==> config.mk <==
export PLATFORM = sky130hd
export DESIGN_NAME = dlfloat_dot_seq
export DESIGN_NICKNAME = d
export VERILOG_FILES = /design/src/rtl/dlfloat_pkg.sv /design/src/rtl/dlfloat_res_ser.sv /design/src/rtl/dlfloat_dot_seq.sv
export SDC_FILE = /design/constraint.sdc
export NUM_CORES = 1
export LEC_CHECK = 0
export CAP_MARGIN = 25
export CORE_AREA = 3 3 61 120
export CTS_CLUSTER_SIZE = 12
export DETAILED_ROUTE_END_ITERATION = 16
export DIE_AREA = 0 0 64 123
export PLACE_DENSITY = 0.94
export SYNTH_ARGS = -nofsm -noshare
export SYNTH_HDL_FRONTEND = slang
export SYNTH_SLANG_ARGS = --single-unit
==> constraint.sdc <==
create_clock -name clk -period 4.02 [get_ports clk]
set_input_delay 1.005 -clock clk [delete_from_list [all_inputs] [get_ports clk]]
set_output_delay 1.005 -clock clk [all_outputs]
set_load 0.1 [all_outputs]
==> src/rtl/dlfloat_pkg.sv <==
// Shared DLFloat16 constants, field widths and dot-product sequencer state codes.
package dlfloat_pkg;
  localparam int EXP_W        = 6;
  localparam int MANT_W       = 9;
  localparam int DLF_W        = 1 + EXP_W + MANT_W;
  localparam int DLF_EXP_BIAS = 31;

  localparam logic [DLF_W-1:0] DLF_ZERO = 16'h0000;
  localparam logic [DLF_W-1:0] DLF_INF  = 16'hFFFF;

  // operand issue -> product reg -> accumulator reg
  localparam int PIPE_DEPTH_DEF = 3;

  localparam logic [2:0] ST_IDLE   = 3'd0;
  localparam logic [2:0] ST_LOAD   = 3'd1;
  localparam logic [2:0] ST_DRAIN  = 3'd2;
  localparam logic [2:0] ST_OUT_LO = 3'd3;
  localparam logic [2:0] ST_OUT_HI = 3'd4;

  // Operand pair as presented to the multiplier.
  typedef struct packed {
    logic [DLF_W-1:0] a;
    logic [DLF_W-1:0] b;
  } dlf_pair_t;
endpackage

==> src/rtl/dlfloat_res_ser.sv <==
// Two-byte result serializer, low byte first, registered valid/byte/last.
// The low byte is taken from data on load; the high byte is taken from data
// when the low byte is consumed, so the caller holds the word stable meanwhile.
module dlfloat_res_ser (
  input  logic        clk,
  input  logic        rst,
  input  logic        load,
  input  logic [15:0] data,
  input  logic        out_ready,
  output logic        out_valid,
  output logic [7:0]  out_byte,
  output logic        out_last,
  output logic        done
);
  logic       vld_q, vld_d;
  logic       last_q, last_d;
  logic [7:0] byte_q, byte_d;
  logic       done_q, done_d;

  // Next-state: load low byte, advance to high byte, then retire with a done pulse.
  always_comb begin
    vld_d  = vld_q;
    last_d = last_q;
    byte_d = byte_q;
    done_d = 1'b0;
    if (load) begin
      vld_d  = 1'b1;
      last_d = 1'b0;
      byte_d = data[7:0];
    end else if (vld_q && out_ready) begin
      if (!last_q) begin
        last_d = 1'b1;
        byte_d = data[15:8];
      end else begin
        vld_d  = 1'b0;
        last_d = 1'b0;
        done_d = 1'b1;
      end
    end
  end

  // Output registers; byte and valid hold while the consumer stalls.
  always_ff @(posedge clk or posedge rst) begin
    if (rst) begin
      vld_q  <= 1'b0;
      last_q <= 1'b0;
      byte_q <= 8'h00;
      done_q <= 1'b0;
    end else begin
      vld_q  <= vld_d;
      last_q <= last_d;
      byte_q <= byte_d;
      done_q <= done_d;
    end
  end

  assign out_valid = vld_q;
  assign out_byte  = byte_q;
  assign out_last  = last_q;
  assign done      = done_q;
endmodule

==> src/rtl/dlfloat_dot_seq.sv <==
// DLFloat16 dot-product sequencer: clears the shared MAC accumulator, streams
// operand pairs (zeros as bubbles), drains the pipeline, returns the result
// as two bytes. No arithmetic is done here; operand codes pass through as-is.
module dlfloat_dot_seq
  import dlfloat_pkg::*;
#(
  parameter int LEN_W      = 8,
  parameter int PIPE_DEPTH = PIPE_DEPTH_DEF
) (
  input  logic             clk,
  input  logic             rst,
  input  logic             start,
  input  logic [LEN_W-1:0] len,
  output logic             busy,
  input  logic             in_valid,
  output logic             in_ready,
  input  logic [15:0]      in_a,
  input  logic [15:0]      in_b,
  output logic             mac_clr,
  output logic [15:0]      mac_a,
  output logic [15:0]      mac_b,
  input  logic [15:0]      mac_acc,
  output logic             out_valid,
  input  logic             out_ready,
  output logic [7:0]       out_byte,
  output logic             out_last,
  output logic             done
);
  localparam int DW = $clog2(PIPE_DEPTH + 1);

  logic [2:0]       state_q, state_d;
  logic [LEN_W-1:0] len_q, len_d;
  logic [LEN_W-1:0] cnt_q, cnt_d;
  logic [DW-1:0]    drn_q, drn_d;
  logic [15:0]      res_q, res_d;
  dlf_pair_t        op_q, op_d;
  logic             ser_load;
  logic [15:0]      ser_data;
  logic             ser_done;

  assign busy     = (state_q != ST_IDLE);
  assign in_ready = (state_q == ST_LOAD);
  assign mac_clr  = (state_q == ST_IDLE) && start;
  assign mac_a    = op_q.a;
  assign mac_b    = op_q.b;
  assign done     = ser_done;
  // The capture edge feeds the accumulator straight in; afterwards the held result.
  assign ser_data = ser_load ? mac_acc : res_q;

  // Sequencer next-state; operand register defaults to a zero bubble.
  always_comb begin
    state_d  = state_q;
    len_d    = len_q;
    cnt_d    = cnt_q;
    drn_d    = drn_q;
    res_d    = res_q;
    op_d     = '{a: DLF_ZERO, b: DLF_ZERO};
    ser_load = 1'b0;
    case (state_q)
      ST_IDLE: begin
        if (start) begin
          len_d   = len;
          cnt_d   = '0;
          drn_d   = '0;
          state_d = (len == '0) ? ST_DRAIN : ST_LOAD;
        end
      end
      ST_LOAD: begin
        if (in_valid) begin
          op_d  = '{a: in_a, b: in_b};
          cnt_d = cnt_q + LEN_W'(1);
          // Exit compare against len keeps the count from ever wrapping.
          if (cnt_q + LEN_W'(1) == len_q) begin
            state_d = ST_DRAIN;
            drn_d   = '0;
          end
        end
      end
      ST_DRAIN: begin
        if (drn_q == DW'(PIPE_DEPTH - 1)) begin
          res_d    = mac_acc;
          ser_load = 1'b1;
          drn_d    = '0;
          state_d  = ST_OUT_LO;
        end else begin
          drn_d = drn_q + DW'(1);
        end
      end
      ST_OUT_LO: if (out_valid && out_ready) state_d = ST_OUT_HI;
      ST_OUT_HI: if (out_valid && out_ready) state_d = ST_IDLE;
      default:   state_d = ST_IDLE;
    endcase
  end

  // Sequencer state, counters, operand and result registers.
  always_ff @(posedge clk or posedge rst) begin
    if (rst) begin
      state_q <= ST_IDLE;
      len_q   <= '0;
      cnt_q   <= '0;
      drn_q   <= '0;
      res_q   <= 16'h0000;
      op_q    <= '0;
    end else begin
      state_q <= state_d;
      len_q   <= len_d;
      cnt_q   <= cnt_d;
      drn_q   <= drn_d;
      res_q   <= res_d;
      op_q    <= op_d;
    end
  end

  dlfloat_res_ser u_ser (
    .clk       (clk),
    .rst       (rst),
    .load      (ser_load),
    .data      (ser_data),
    .out_ready (out_ready),
    .out_valid (out_valid),
    .out_byte  (out_byte),
    .out_last  (out_last),
    .done      (ser_done)
  );
endmodule

==> metrics, run 1 <==
Worst Hold Class reg -> reg; Crit Path Class in -> out; register area share after synthesis 0.568; first-pass GRT wire length 12,500 um; antenna fix cells 0; CTS Hold Bufs 0; Wirelength per Cell 15.8 um; total track usage 0.210; Startpoint Class input port; top_reg_cell synth dfrtp_1; gr ovfl total 0; core region area 6570 um^2; RSZ-0062 raised after global routing false; via/cell ratio 5.12; final wirelength 7660 um; Area Growth Syn to Fin 44.9%; die height 123 um; Pre-antenna DRT Iters 4; Synth Register Bits 72; CTS tree yes; final cell utilization of the core 0.700; Slew Viols, Final 0; Highest Clock Rate 300 MHz; H-tree levels 3; VDD IR max 0.663 mV; Iter 0 DRT Violations 74; status finished, final reports clean; CTS max path bufs 2; clk_lat worst skew 330 ps; initial antenna violation count 0; postcts setup bufs 0; critical path capture point type output port; PwrDens 826 nW/um^2; die width 64 um; Mapped Avg Cell Area 11.0 um^2; number of I/O port buffers 106; syn nets 350; clock slew at reported path FFs 60 ps; gate count of the mapped netlist 288; Placer Congestion 0.914; Cell Area, Placed 4300 um^2; synth unique cells 50; post-detail-place hpwl 5640 um; Post-synth EDFFs 0; # clock sinks 72; Tmin final 3330 ps; starting density of the core 0.483; ys async rst share 1.00; share of cells above drive strength 1 0.106; worst-path fanout max 3; synth warn 0; vias in the first global route 2,623; Setup Total Neg Slack 0 ps; Final setup viols 0; final worst setup slack 690 ps; Post-Place Worst Slack 718 ps; die area 7870 um^2; antenna viol nets, final 0; CTS-repair resized insts 0; Clock Skews 10.5 ps; WP data required 3010 ps; CTS Root Cell clkbuf_16; Max-slew headroom 0.324; CTS buffer count 9; Synth Cell Area 3170 um^2; DR DRC count 0; largest net degree at the start of global routing 41; fillcell total 486; CP arrival 2330 ps; Ports 107; Hold Vio Cnt, Final 0; Via Count 2,488; worst slew pin tran 1010 ps; final clock period utilization by the worst path 0.828; design area 4600 um^2; Max-Cap Viols 0; Layout Nets 455; leakage 2.08 nW; Core Rows 42
==> logic make-up (layout without fill, tap and decap cells) <==
| kind of cell | after synthesis | count (layout) | synth area share |
|---|---|---|---|
| AND/OR/NAND/NOR | 129 | 129 | 0.214 |
| multiplexers | 18 | 18 | 0.0607 |
| adder cells (fa/ha/maj) | 1 | 1 | 0.00394 |
| flip-flops | 72 | 72 | 0.568 |
| AO/OA/AOI/OAI | 38 | 38 | 0.0871 |
| XOR/XNOR | 12 | 12 | 0.0355 |
| buffers and inverters | 18 | 128 | 0.0311 |
==> cell type report <==
type | count | area [um^2] | area share
Inverter | 3 | 11.3 | 0.00245
Sequential cell | 72 | 1800 | 0.392
Timing Repair Buffer | 109 | 1100 | 0.240
Multi-Input combinational cell | 198 | 1270 | 0.277
Clock inverter | 4 | 53.8 | 0.0117
Clock buffer | 12 | 246 | 0.0536
Tap cell | 88 | 110 | 0.0240
==> final timing paths <==
path | from | to | slack [ps] | cells after the start
min in group asynchronous | rst | mac_a[13] | 1120 | 2
max reg2reg | cnt_q[0] | state_q[0] | 1900 | 7
min reg2reg | res_q[8] | res_q[8] | 470 | 2
min | res_q[8] | res_q[8] | 470 | 2
max in group asynchronous | rst | u_ser.out_byte[4] | 2240 | 3
max | start | mac_clr | 690 | 4
==> worst max-delay path, stage by stage <==
cell and delay (ps):
clkdlybuf4s50_1 520, nand2b_1 90, nor3_1 460, buf_12 250
==> flip-flops by register name (all words and copies together), names as in the netlist, 2 cells and up <==
register        count
mac_a              16
cnt_q               8
u_ser.out_byte      8
state_q             3
res_q               8
mac_b              16
len_q               8
drn_q               2
==> Yosys cell counts (all sizes together) (2+ instances only) <==
library cell / number / area, um^2
nor2: 10 / 37.5
or3: 3 / 18.8
nor3: 6 / 35.0
xnor2: 6 / 52.6
and2b: 2 / 16.3
o21ai: 14 / 70.1
and2: 34 / 213
mux2: 10 / 113
nand3b: 2 / 15.0
mux2i: 8 / 80.1
inv: 3 / 11.3
clkbuf: 8 / 40.0
a22o: 5 / 45.0
a21oi: 2 / 10.0
nor4: 2 / 12.5
o22ai: 3 / 18.8
nand4: 2 / 12.5
dfrtp: 72 / 1800
o31ai: 3 / 27.5
nand3: 6 / 30.0
nand2b: 5 / 33.8
buf: 7 / 47.5
nand2: 50 / 195
a21o: 5 / 37.5
xor2: 6 / 60.1
==> cell usage in the layout, fill, tap and decap left out, types with 3 or more instances in the layout <==
cell type,netlist,final
nand2_1,49,49
and2_1,34,34
nor2_1,10,10
nand3_1,6,6
dfrtp_1,72,72
mux2i_1,8,8
clkdlybuf4s50_1,0,103
o22ai_1,3,3
xor2_1,5,5
a21o_1,5,5
mux2_2,8,8
buf_4,0,4
nand2b_1,4,4
or3_1,3,3
a22o_1,4,4
clkbuf_16,0,9
o21ai_0,13,13
nor3_1,5,5
xnor2_1,6,6
==> metal layers <==
layer | wire length, um | vias up | track usage
li1 | - | 1181 | -
met2 | 4510 | 68 | 0.388
met4 | 179 | 0 | 0.100
met3 | 308 | 14 | 0.0518
met5 | 0 | - | 0
met1 | 2650 | 1225 | 0.216
==> power breakdown <==
group | leakage, nW | switching, mW | total [mW] | internal [mW]
Clock | 0.139 | 0.291 | 0.790 | 0.498
Sequential | 0.912 | 0.203 | 1.16 | 0.956
Combinational | 1.02 | 1.27 | 1.85 | 0.578
Total | 2.08 | 1.77 | 3.80 | 2.03
==> per-stage QoR <==
stage | total power, mW | hold WS (ps) | instances
6_report | 3.80 | 474 | 486
5_1_grt | 3.99 | 496 | 486
4_1_cts | 3.82 | 478 | 486
3_5_place_dp | 3.02 | 464 | 470
3_3_place_gp | 2.96 | 458 | 470
2_1_floorplan | 2.47 | 445 | 288
Note: power is estimated with default switching activity, not from simulation.
==> inputs of run 2 (changes only) <==
CORE_AREA = 3 3 67 131   (was 3 3 61 120)
DIE_AREA = 0 0 70 134   (was 0 0 64 123)
PLACE_DENSITY = 0.84   (was 0.94)
clock period = 2.8 ns   (was 4.02 ns; I/O delays follow)
==> metrics, run 2 (same netlist as run 1, synthesis figures left out) <==
CTS buffer count 9 (unchanged); most frequent cells in the layout dfrtp_1 (72), clkdlybuf4s50_1 (60), buf_4 (50); CTS-repair resized insts 0 (unchanged); worst slew pin tran 424 ps (-586 ps); P_sw 2.49 mW (+41%); status finished, final reports clean; final cell utilization of the core 0.566 (-0.133); clock slew at reported path FFs 50 ps (about the same); clock power share 0.202 (-0.006); Hold Vio Cnt, Final 0 (unchanged); largest net degree at the start of global routing 73 (+78%); CTS Root Cell clkbuf_16; Core Rows 46 (+9.5%); internal power 2.82 mW (+39%); CTS Hold Bufs 0 (unchanged); Ports 107 (unchanged); Max-slew headroom 0.715 (+0.390); sequential power share 0.306 (about the same); CP max stage cell clkdlybuf4s50_1; CP arrival 1770 ps (-560 ps); met1 GRT Util 0.171 (-0.0449); worst-path fanout max 3 (unchanged); number of I/O port buffers 106 (unchanged); Worst Hold Class reg -> reg; PwrDens 1180 nW/um^2 (+43%); critical path capture point type output port; final wirelength 7680 um (+0.30%); Wirelength per Cell 15.5 um (-1.5%); WP data required 2100 ps (-910 ps); leakage 2.16 nW (+3.9%); Non-Filler Instances 495 (+1.9%); VDD IR max 1.13 mV (+70%); die area 9380 um^2 (+19%); Iter 0 DRT Violations 132 (+78%); M3 GR Usage 0.0413 (-0.0106); commonest non-fill, non-tap cell in the layout dfrtp_1; total track usage 0.171 (-0.0383); Startpoint Class input port; starting density of the core 0.399 (-0.0836); Setup Total Neg Slack 0 ps (unchanged); postcts setup bufs 0 (unchanged); Max-Cap Viols 0 (unchanged); DR DRC count 0 (unchanged); via/cell ratio 5.01 (-2.1%); share of cells above drive strength 1 0.218 (+0.113); final clock period utilization by the worst path 0.881; antenna fix cells 0 (unchanged); fillcell total 691 (+42%); Highest Clock Rate 405 MHz; max incr delay on CP 520 ps (about the same); gr ovfl total 0 (unchanged); Pre-antenna DRT Iters 4 (unchanged); Comb pwr share 0.492 (+0.005); Clock Skews 3.76 ps (-6.75 ps); first-pass GRT wire length 12,600 um (+0.33%); final worst setup slack 334 ps (-356 ps); crit path cell chain clkdlybuf4s50_1 > nand2b_1 > nor3_1 > buf_4 > buf_12; H-tree levels 3 (unchanged); vias in the first global route 2,627 (+0.15%); antenna viol nets, final 0 (unchanged); CTS tree yes; Most Crowded Layer GR met2; Placer Congestion 0.811 (-11%); Layout Nets 458 (+0.66%); core region area 7940 um^2 (+21%); met2 global-route usage 0.320 (-0.0677); initial antenna violation count 0 (unchanged); RSZ-0062 raised after global routing false; sw frac 0.469 (+0.00416); Slew Viols, Final 0 (unchanged); # clock sinks 72 (unchanged); clk_lat worst skew 320 ps (about the same); Final setup viols 0 (unchanged); Area Growth Syn to Fin 41.8%; Via Count 2,480 (-0.32%); Tmin final 2470 ps; Crit Path Class in -> out; FF-to-FF setup slack 690 ps (-1210 ps); die width 70 um (+9.4%); Overall Power 5.31 mW (+40%); die height 134 um (+8.9%); Post-Place Cells 481 (+2.3%); Post-Place Worst Slack 337 ps (-381 ps); post-detail-place hpwl 5780 um (+2.5%); CTS max path bufs 2 (unchanged)
[run 2: worst max-delay path, delay by kind of cell]
| kind | cells | cell delay, ps |
|---|---|---|
| buf+inv | 3 | 850 |
| simple gates | 2 | 220 |
[run 2: final cells by class]
| class | count | area [um^2] | area share |
|---|---|---|---|
| clock buffers | 10 | 229 | 0.0509 |
| clock inverters | 4 | 47.5 | 0.0106 |
| inverters | 3 | 11.3 | 0.00250 |
| multi-input cells | 198 | 1270 | 0.283 |
| flip-flops and latches | 72 | 1800 | 0.401 |
| well taps | 96 | 120 | 0.0267 |
| repair buffers | 112 | 1020 | 0.226 |
[run 2: metal layers]
metal	wire length, um	vias up
met5	0	-
met4	243	0
met3	330	17
met2	4420	69
met1	2680	1216
li1	-	1178
[run 2: final timing paths]
path,startpoint,end,cells after the start
worst max-delay path,start,mac_clr,5
min in group asynchronous,rst,mac_a[13],3
worst min register to register,res_q[12],res_q[12],2
worst min-delay path,res_q[12],res_q[12],2
worst max register to register,cnt_q[0],state_q[0],7
max in group asynchronous,rst,len_q[7],3
[run 2: metrics by stage]
| step | hold WS, ps | area (um^2) |
|---|---|---|
| floorplan | 445 | 3170 |
| global placement | 459 | 4220 |
| detailed placement | 467 | 4220 |
| CTS | 481 | 4500 |
| global route | 504 | 4500 |
| finish | 482 | 4500 |
[run 2: power groups by stage]
stage | logic [mW] | clock network (mW) | registers, mW
after floorplan | 1.04 | 0 | 2.51
after global placement | 2.57 | 0 | 1.63
after detailed placement | 2.62 | 0 | 1.65
after CTS | 2.63 | 1.10 | 1.63
after global routing | 2.75 | 1.14 | 1.68
final | 2.61 | 1.07 | 1.63
==> inputs of run 3 (changes only) <==
--- a/config.mk
+++ b/config.mk
@@ -12,3 +12,3 @@
 export DIE_AREA = 0 0 70 134
-export PLACE_DENSITY = 0.84
+export PLACE_DENSITY = 0.79
 export SYNTH_ARGS = -nofsm -noshare
==> constraint.sdc (replaced) <==
create_clock -name clk -period 2.8 [get_ports clk]
set_input_delay 0.56 -clock clk [delete_from_list [all_inputs] [get_ports clk]]
set_output_delay 0.56 -clock clk [all_outputs]
set_load 0.1 [all_outputs]
==> metrics, run 3 (same netlist as run 1, synthesis figures left out) <==
status finished, final reports clean; number of I/O port buffers 106 (unchanged); Highest Clock Rate 428 MHz (+5.6%); Tmin final 2330 ps (-132 ps); postcts setup bufs 0 (unchanged); Post-Place Cells 480 (-0.21%); cell family with most CP delay buffers and inverters; Layout Nets 457 (-0.22%); Max-slew headroom 0.687 (-0.0277); reg-to-reg startpoint cnt_q[0]; reg2reg end state_q[0]; crit path cell chain clkdlybuf4s50_1 > nand2b_1 > nor3_1 > buf_12; PwrDens 1240 nW/um^2 (+5.0%); WHS Path Cells 2 (unchanged); Wirelength per Cell 15.2 um (-1.9%); sw frac 0.441 (-0.0282); Area Growth Syn to Fin 45.1%; worst-path fanout max 3 (unchanged); worst slew pin tran 466 ps (+41.9 ps); antenna viol nets, final 0 (unchanged); CTS max path bufs 2 (unchanged); CP max stage cell clkdlybuf4s50_1; VDD IR max 0.738 mV (-35%); Comb pwr share 0.456 (-0.036); Overall Power 5.71 mW (+7.5%); die width 70 um (unchanged); commonest non-fill, non-tap cell in the layout dfrtp_1; met2 global-route usage 0.312 (-0.00738); critical path capture point type output port; Via Count 2,390 (-3.6%); Placer Congestion 0.791 (-2.5%); Core Rows 46 (unchanged); CTS buffer count 9 (unchanged); hold endpoint res_q[9]; Ports 107 (unchanged); total track usage 0.170 (-0.00113); Slew Viols, Final 0 (unchanged); WP data required 2240 ps (+140 ps); buffers plus inverters on the worst setup path 2 (-1); share of cells above drive strength 1 0.223 (+0.00445); clk_lat worst skew 330 ps (about the same); final clock period utilization by the worst path 0.834 (-0.0470); CTS tree yes; Non-Filler Instances 496 (+0.20%); CTS-repair resized insts 0 (unchanged); initial antenna violation count 0 (unchanged); Final setup viols 0 (unchanged); starting density of the core 0.399 (unchanged); Register Area 1800 um^2 (unchanged); first-pass GRT wire length 12,300 um (-2.1%); core region area 7940 um^2 (unchanged); H-tree levels 3 (unchanged); fillcell total 683 (-1.2%); Setup crit start start; largest net degree at the start of global routing 73 (unchanged); internal power 3.19 mW (+13%); Crit Path Class in -> out; cells on worst reg2reg path 7 (unchanged); Clock Skews 7.05 ps (+3.29 ps); Pre-antenna DRT Iters 4 (unchanged); Max-Cap Viols 0 (unchanged); die area 9380 um^2 (unchanged); multi-input logic area 1270 um^2 (unchanged); Worst Hold Class reg -> reg; leakage 2.20 nW (+2.2%); max incr delay on CP 510 ps (about the same); DR DRC count 0 (unchanged); Hold Crit Start res_q[9]; met1 GRT Util 0.174 (+0.00235); CP arrival 1770 ps (about the same); final cell utilization of the core 0.580 (+0.0135); most frequent cells in the layout dfrtp_1 (72), clkdlybuf4s50_1 (60), nand2_1 (49), buf_4 (49), and2_1 (34); Setup Total Neg Slack 0 ps (unchanged); gr ovfl total 0 (unchanged); # clock sinks 72 (unchanged); P_sw 2.52 mW (+1.1%); sequential power share 0.282 (-0.024); clock power share 0.262 (+0.060); post-detail-place hpwl 5650 um (-2.1%); RSZ-0062 raised after global routing false; Hold Vio Cnt, Final 0 (unchanged); die height 134 um (unchanged); clock slew at reported path FFs 60 ps (about the same); Most Crowded Layer GR met2; CTS Hold Bufs 0 (unchanged); via/cell ratio 4.82 (-3.8%); antenna fix cells 0 (unchanged); Startpoint Class input port; vias in the first global route 2,425 (-7.7%); CTS Root Cell clkbuf_16; final wirelength 7550 um (-1.7%); Iter 0 DRT Violations 83 (-37%); FF-to-FF setup slack 720 ps (+30 ps); M3 GR Usage 0.0428 (+0.00150)
-- run 3: changes by cell type in the layout (fill, tap and decap cells not counted) --
cell and delta:
bufinv_16 +4, clkinv_2 -2, buf_4 -1, clkbuf_1 -1, inv_6 +1
-- run 3: tightest hold or removal path: stages (launching register included) --
cell and delay (ps):
dfrtp_1 340, nand2_1 50, nand2_1 50
-- run 3: worst max path at each step --
stage,to,depth (start not counted),slack [ps]
after floorplan,cnt_q[0],1,420
after global placement,mac_clr,4,430
after detailed placement,mac_clr,4,430
after CTS,mac_clr,4,430
after global routing,mac_clr,4,360
final,mac_clr,4,470
-- run 3: final cells by class --
type                    count  area share
flip-flops and latches     72       0.391
inverters                   3     0.00244
clock inverters             7      0.0361
repair buffers            111       0.219
clock buffers               9      0.0489
multi-input cells         198       0.276
well taps                  96      0.0261
-- run 3: metrics by stage --
step,hold slack [ps],area [um^2],worst slack [ps]
6_report,471,4610,465
5_1_grt,496,4610,364
3_3_place_gp,458,4210,433
2_1_floorplan,445,3170,415
3_5_place_dp,462,4210,434
4_1_cts,476,4610,433
-- run 3: power groups by stage --
stage	Clock, mW	Combinational (mW)	Sequential (mW)
5_1_grt	1.56	2.76	1.66
6_report	1.49	2.61	1.61
4_1_cts	1.52	2.63	1.62
2_1_floorplan	0	1.04	2.51
3_5_place_dp	0	2.62	1.63
3_3_place_gp	0	2.58	1.62
-- run 3: routing by layer --
layer	share of wire	vias to the layer above	routed length [um]
li1	-	1182	-
met1	0.35	1130	2630
met2	0.58	62	4350
met3	0.045	16	338
met4	0.031	0	232
met5	0	-	0
